==> config.mk <==
export PLATFORM = sky130hd
export DESIGN_NAME = mem_bus_arbiter
export DESIGN_NICKNAME = d
export VERILOG_FILES = /design/src/rtl/mem_bus_arbiter.sv
export SDC_FILE = /design/constraint.sdc
export NUM_CORES = 1
export LEC_CHECK = 0
export BUFFER_PORTS_ARGS = -buffer_cell sky130_fd_sc_hd__buf_2
export CORE_UTILIZATION = 40
export DETAILED_ROUTE_END_ITERATION = 16
export GPL_ROUTABILITY_DRIVEN = 1
export PLACE_DENSITY = 0.73
export SLEW_MARGIN = 10
export SYNTH_ARGS = -nofsm -noshare
export SYNTH_HDL_FRONTEND = slang
export SYNTH_SLANG_ARGS = --single-unit
==> constraint.sdc <==
create_clock -name clk -period 1.6 [get_ports clk]
set_clock_uncertainty 0.2 [all_clocks]
set_input_delay 0.08 -clock clk [delete_from_list [all_inputs] [get_ports clk]]
set_output_delay 0.08 -clock clk [all_outputs]
set_load 0.01 [all_outputs]
==> src/rtl/mem_bus_arbiter.sv <==
// -----------------------------------------------------------------------------
// mem_bus_arbiter
//
// Shares the single memory bus of cpu_core between the instruction-fetch port
// and the load/store data port. One requester is granted at a time. With both
// requesting, the port not granted last wins. The bus strobes are held until
// bus_full is sampled high. After that, a one-cycle ack returns the captured
// read data.
//
// Optional feature: define ARB_TIMEOUT_EN to abort a transaction after
// TIMEOUT_CYCLES busy cycles without a response. The abort completes with
// ack, rdata = 0 and bus_error = 1. Without the macro, busy states wait
// indefinitely and bus_error is tied 0.
//
// Ports
//   clk, rst          clock, synchronous active-high reset
//   i_req/i_addr      fetch request and address (req held until i_ack)
//   i_rdata/i_ack     fetched word and one-cycle completion pulse
//   d_req/d_we/d_addr/d_wdata   data request (d_we = 1 store, 0 load)
//   d_rdata/d_ack     load data and one-cycle completion pulse
//   address_out, data_out_BUS, bus_read, bus_write   bus command side
//   data_in_BUS, bus_full                            bus response side
//   instr_wait        core stall while any request is outstanding
//   bus_error         timeout pulse, coincident with the ack
// -----------------------------------------------------------------------------
module mem_bus_arbiter #(
    parameter int ADDR_W         = 32,
    parameter int DATA_W         = 32,
    parameter int TIMEOUT_CYCLES = 16
) (
    input  logic              clk,
    input  logic              rst,
    input  logic              i_req,
    input  logic [ADDR_W-1:0] i_addr,
    output logic [DATA_W-1:0] i_rdata,
    output logic              i_ack,
    input  logic              d_req,
    input  logic              d_we,
    input  logic [ADDR_W-1:0] d_addr,
    input  logic [DATA_W-1:0] d_wdata,
    output logic [DATA_W-1:0] d_rdata,
    output logic              d_ack,
    output logic [ADDR_W-1:0] address_out,
    output logic [DATA_W-1:0] data_out_BUS,
    output logic              bus_read,
    output logic              bus_write,
    input  logic [DATA_W-1:0] data_in_BUS,
    input  logic              bus_full,
    output logic              instr_wait,
    output logic              bus_error
);

    // state  | meaning
    // IDLE   | no transaction, waiting for a request
    // BUSY_I | fetch on the bus, waiting for bus_full
    // BUSY_D | load/store on the bus, waiting for bus_full
    // RESP   | one-cycle ack to the granted port
    typedef enum logic [1:0] {
        IDLE   = 2'd0,
        BUSY_I = 2'd1,
        BUSY_D = 2'd2,
        RESP   = 2'd3
    } state_t;

    state_t state, state_nxt;

    // last_d doubles as the current-grant flag: it is written only on a grant,
    // so in BUSY/RESP it names the port being served.
    logic              last_d;
    logic [ADDR_W-1:0] addr_q;
    logic              we_q;
    logic [DATA_W-1:0] wdata_q;

    logic grant_d, grant_i;
    logic busy;
    logic timeout_hit;
    logic err_q;

    assign busy    = (state == BUSY_I) || (state == BUSY_D);
    // With both requesting, data wins unless data was the last grant.
    assign grant_d = (state == IDLE) && d_req && (!i_req || !last_d);
    assign grant_i = (state == IDLE) && i_req && !grant_d;

`ifdef ARB_TIMEOUT_EN
    localparam int CNT_W = $clog2(TIMEOUT_CYCLES) + 1;

    logic [CNT_W-1:0] tmo_cnt;

    // Down-counter loaded on grant. Terminal count in a busy cycle without a
    // response is the TIMEOUT_CYCLES-th silent cycle. A response in that same
    // cycle takes priority.
    assign timeout_hit = busy && !bus_full && (tmo_cnt == '0);

    always_ff @(posedge clk) begin
        if (rst) begin
            tmo_cnt <= '0;
            err_q   <= 1'b0;
        end else begin
            if (grant_i || grant_d) begin
                tmo_cnt <= CNT_W'(TIMEOUT_CYCLES - 1);
                err_q   <= 1'b0;
            end else if (busy) begin
                if (!bus_full && (tmo_cnt != '0))
                    tmo_cnt <= tmo_cnt - 1'b1;
                err_q <= timeout_hit;
            end
        end
    end
`else
    logic unused_cfg;

    assign unused_cfg  = ^TIMEOUT_CYCLES;
    assign timeout_hit = 1'b0;
    assign err_q       = 1'b0;
`endif

    // State register
    always_ff @(posedge clk) begin
        if (rst)
            state <= IDLE;
        else
            state <= state_nxt;
    end

    // Next-state logic
    always_comb begin
        state_nxt = state;
        case (state)
            IDLE: begin
                if (grant_d)
                    state_nxt = BUSY_D;
                else if (grant_i)
                    state_nxt = BUSY_I;
            end
            BUSY_I, BUSY_D: begin
                if (bus_full || timeout_hit)
                    state_nxt = RESP;
            end
            RESP:    state_nxt = IDLE;
            default: state_nxt = IDLE;
        endcase
    end

    // Request latches, grant pointer and read-data capture
    always_ff @(posedge clk) begin
        if (rst) begin
            last_d  <= 1'b0;
            addr_q  <= '0;
            we_q    <= 1'b0;
            wdata_q <= '0;
            i_rdata <= '0;
            d_rdata <= '0;
        end else begin
            if (grant_d) begin
                last_d  <= 1'b1;
                addr_q  <= d_addr;
                we_q    <= d_we;
                wdata_q <= d_wdata;
            end else if (grant_i) begin
                last_d  <= 1'b0;
                addr_q  <= i_addr;
                we_q    <= 1'b0;
            end

            if (state == BUSY_I) begin
                if (bus_full)
                    i_rdata <= data_in_BUS;
                else if (timeout_hit)
                    i_rdata <= '0;
            end

            if (state == BUSY_D) begin
                if (bus_full) begin
                    if (!we_q)
                        d_rdata <= data_in_BUS;
                end else if (timeout_hit) begin
                    d_rdata <= '0;
                end
            end
        end
    end

    // Outputs decoded from registered state and latches only, so the strobes
    // stay stable for the whole busy interval.
    always_comb begin
        address_out  = '0;
        data_out_BUS = '0;
        bus_read     = 1'b0;
        bus_write    = 1'b0;
        i_ack        = 1'b0;
        d_ack        = 1'b0;
        bus_error    = 1'b0;
        case (state)
            BUSY_I: begin
                address_out = addr_q;
                bus_read    = 1'b1;
            end
            BUSY_D: begin
                address_out = addr_q;
                if (we_q) begin
                    bus_write    = 1'b1;
                    data_out_BUS = wdata_q;
                end else begin
                    bus_read = 1'b1;
                end
            end
            RESP: begin
                i_ack     = !last_d;
                d_ack     = last_d;
                bus_error = err_q;
            end
            default: ;
        endcase
    end

    assign instr_wait = (i_req | d_req) & ~(i_ack | d_ack);

endmodule

==> impl_metrics.ini <==
[outcome]
status = finished, violations left
violations = setup timing

[sta]
tns_ns = -27.61
hold_viol_final = 0
drv_slew = 0
fin_crit_ns = 1.90
rsz0062_at_grt = yes
setup_viol = 162
whs_ns = 0.0370
setup_ws_ns = -0.301
fin_crit_sh = 1.19
clock.fmax_mhz = 526

[routing]
routed_wl_mm = 25.7
drcViolationCount = 0
vias = 7300
ant_nets = 0
routedWlPerCell_um = 19.9
drt_iter0_drc = 612
dr.pass1.iters = 5
post_drt_via_cell_ratio = 5.65

[grt]
antenna_found_initial = 2
grt_pass1_vias = 6565
grt_pass1_wl_mm = 32.9
track_usage = 0.283
grt_max_degree = 100
grt-ovfl-total = 0

[worst_setup_path]
crit_type = reg2reg
worstPathRequired_ns = 1.70
reg2reg_depth = 6
start_kind = flop
cp_max_fo = 6
endpoint_kind = flop
worst_ep_arrival_time_ns = 2.01

[clocking]
clkSinkCount = 132
htreeDepth = 4
path_clk_slew_ns = 0.06
cts_tree = yes
clkLatencyLatePin_ns = 0.42
numCtsBuffers = 17
clock-root-buffer = clkbuf_16
clk_path_buf_depth = 2

[floorplan]
dieArea_um2 = 15100
rows = 43
initial_utilization = 0.415
fp.dieW_um = 123
core_region_area_um2 = 14000
die_h_um = 123
ios = 268

[power_and_ir_drop]
pwr-share-clk = 0.280
leakagePower_nw = 4.56
p_seq_frac = 0.297
ir_worst_vdd_v = 0.000882
total_power_mw = 14.4
power.density_nw_per_um2 = 1360
power.switching_mw = 4.95
switching_share = 0.343
pwr-share-comb = 0.423
intPower_mw = 9.46

[cells_and_area]
layout_commonest_cell = buf_2
nets = 1236
drive_gt1_frac = 0.397
num-fill-cells = 882
area_growth_pct = 81.4
finalCoreUtilization = 0.753
final_cell_mix = 223 x buf_2, 133 x dlygate4sd3_1, 130 x nand2_1, 130 x dfxtp_1, 80 x a21oi_1

[logic_synthesis]
yosysUniqueCellTypes = 32
syn-num-nets = 834
synth_area_per_cell_um2 = 8.40
syn-cell-area_um2 = 5830
ys_warn_count = 0
ys_seq_elements = 132
synthesis.instances = 694
ys_seq_area_frac = 0.453

[hold_path]
hold_depth = 5
hp-class = in2reg

[placement]
port_buffers = 266
dp_hpwl_mm = 11.9
gp_congestion = 0.790

[run]
cap_violations = 0
[synth_stat cells]
| cell type | instances | area (um2) |
|---|---|---|
| clkbuf_1 | 59 | 221 |
| buf_1 | 1 | 3.75 |
| o2111a_1 | 32 | 360 |
| nor2b_1 | 3 | 18.8 |
| nand3b_1 | 1 | 7.51 |
| inv_1 | 4 | 15.0 |
| o21ai_2 | 1 | 8.76 |
| o21ai_0 | 32 | 160 |
| o21a_1 | 1 | 7.51 |
| nor2_2 | 1 | 6.26 |
| and3b_1 | 1 | 8.76 |
| nor2_1 | 2 | 7.51 |
| buf_2 | 10 | 50.1 |
| buf_6 | 1 | 11.3 |
| o32ai_1 | 1 | 8.76 |
| nand2b_1 | 33 | 206 |
| clkinv_1 | 1 | 3.75 |
| and3_1 | 32 | 200 |
| mux2_2 | 1 | 11.3 |
| a32oi_1 | 1 | 8.76 |
| nand3_1 | 32 | 160 |
| buf_4 | 1 | 7.51 |
| a21oi_1 | 98 | 490 |
| and2_1 | 37 | 231 |
| o221a_2 | 1 | 11.3 |
| ha_1 | 6 | 75.1 |
| a21boi_0 | 1 | 7.51 |
| dfxtp_1 | 132 | 2640 |
| a2111o_1 | 32 | 360 |
| conb_1 | 1 | 3.75 |
| nand2_1 | 134 | 503 |
| a221oi_1 | 1 | 8.76 |
[logic make-up after synthesis]
family,after synthesis,synth area share
other cells,1,0.000643
fa+ha+maj,6,0.0129
compound gates,201,0.246
flops,132,0.453
simple gates,276,0.232
mux,1,0.00193
buf+inv,77,0.0537
[metal layers]
metal | global-route usage | share of wire
met1 | 0.324 | 0.36
met2 | 0.476 | 0.49
met3 | 0.0702 | 0.091
met4 | 0.167 | 0.057
met5 | 0 | 0
[repair_timing]
action                                  in CTS  in global routing
gates cloned                                 1                 14
hold buffers                               133                  0
setup buffers                                2                  9
gates resized for setup                     33                139
pin swaps                                    4                 85
endpoints found under the hold margin      131                  0
endpoints found under the setup margin     103                187
[flip-flops by register name, summed over array words and instances, names as in the netlist]
register,flops
wdata_q,32
d_rdata,32
last_d,1
i_rdata,32
state,2
we_q,1
addr_q,32
[power groups by stage]
stage	registers [mW]	clock network (mW)	logic, mW
after global placement	4.25	0	4.07
after floorplan	4.29	0	2.38
after detailed placement	4.26	0	4.11
after global routing	4.34	4.21	6.41
final	4.28	4.03	6.10
after CTS	4.21	4.05	4.65
[layout make-up]
cell class                 instances  area [um2]  share of cell area
inverter                           5        25.0             0.00237
timing repair buffer             455        3810               0.360
antenna                            3        7.51            0.000710
sequential                       132        2650               0.250
multi-input combinational        485        3260               0.308
tap                              180         225              0.0213
clock buffer                      19         443              0.0419
clock inverter                    13         159              0.0150
[worst max-delay path: stages (launching register included)]
cell and delay [ns]:
dfxtp_2 0.33, inv_2 0.09, ha_4 0.17, clkinvlp_4 0.20, clkbuf_16 0.23, a2111o_1 0.39
o2111a_1 0.18
[metrics by stage]
step | worst slack (ns) | area [um2] | cells
after floorplan | -0.00941 | 5860 | 694
after CTS | -0.276 | 9660 | 1267
after global routing | -0.346 | 10600 | 1292
after detailed placement | -0.0217 | 7540 | 1099
after global placement | 0.00351 | 7540 | 1099
final | -0.301 | 10600 | 1292
[worst paths after layout]
check	from	end	slack (ns)
min reg2reg	d_rdata[13]$_SDFFE_PP0P_	d_rdata[13]$_SDFFE_PP0P_	0.25
min	d_req	last_d$_SDFFE_PP0P_	0.04
max reg2reg	state[1]$_SDFFE_PP0P_	addr_q[30]$_SDFFE_PP0P_	-0.30
max	state[1]$_SDFFE_PP0P_	addr_q[30]$_SDFFE_PP0P_	-0.30
Power figures use the tool's default switching activity.
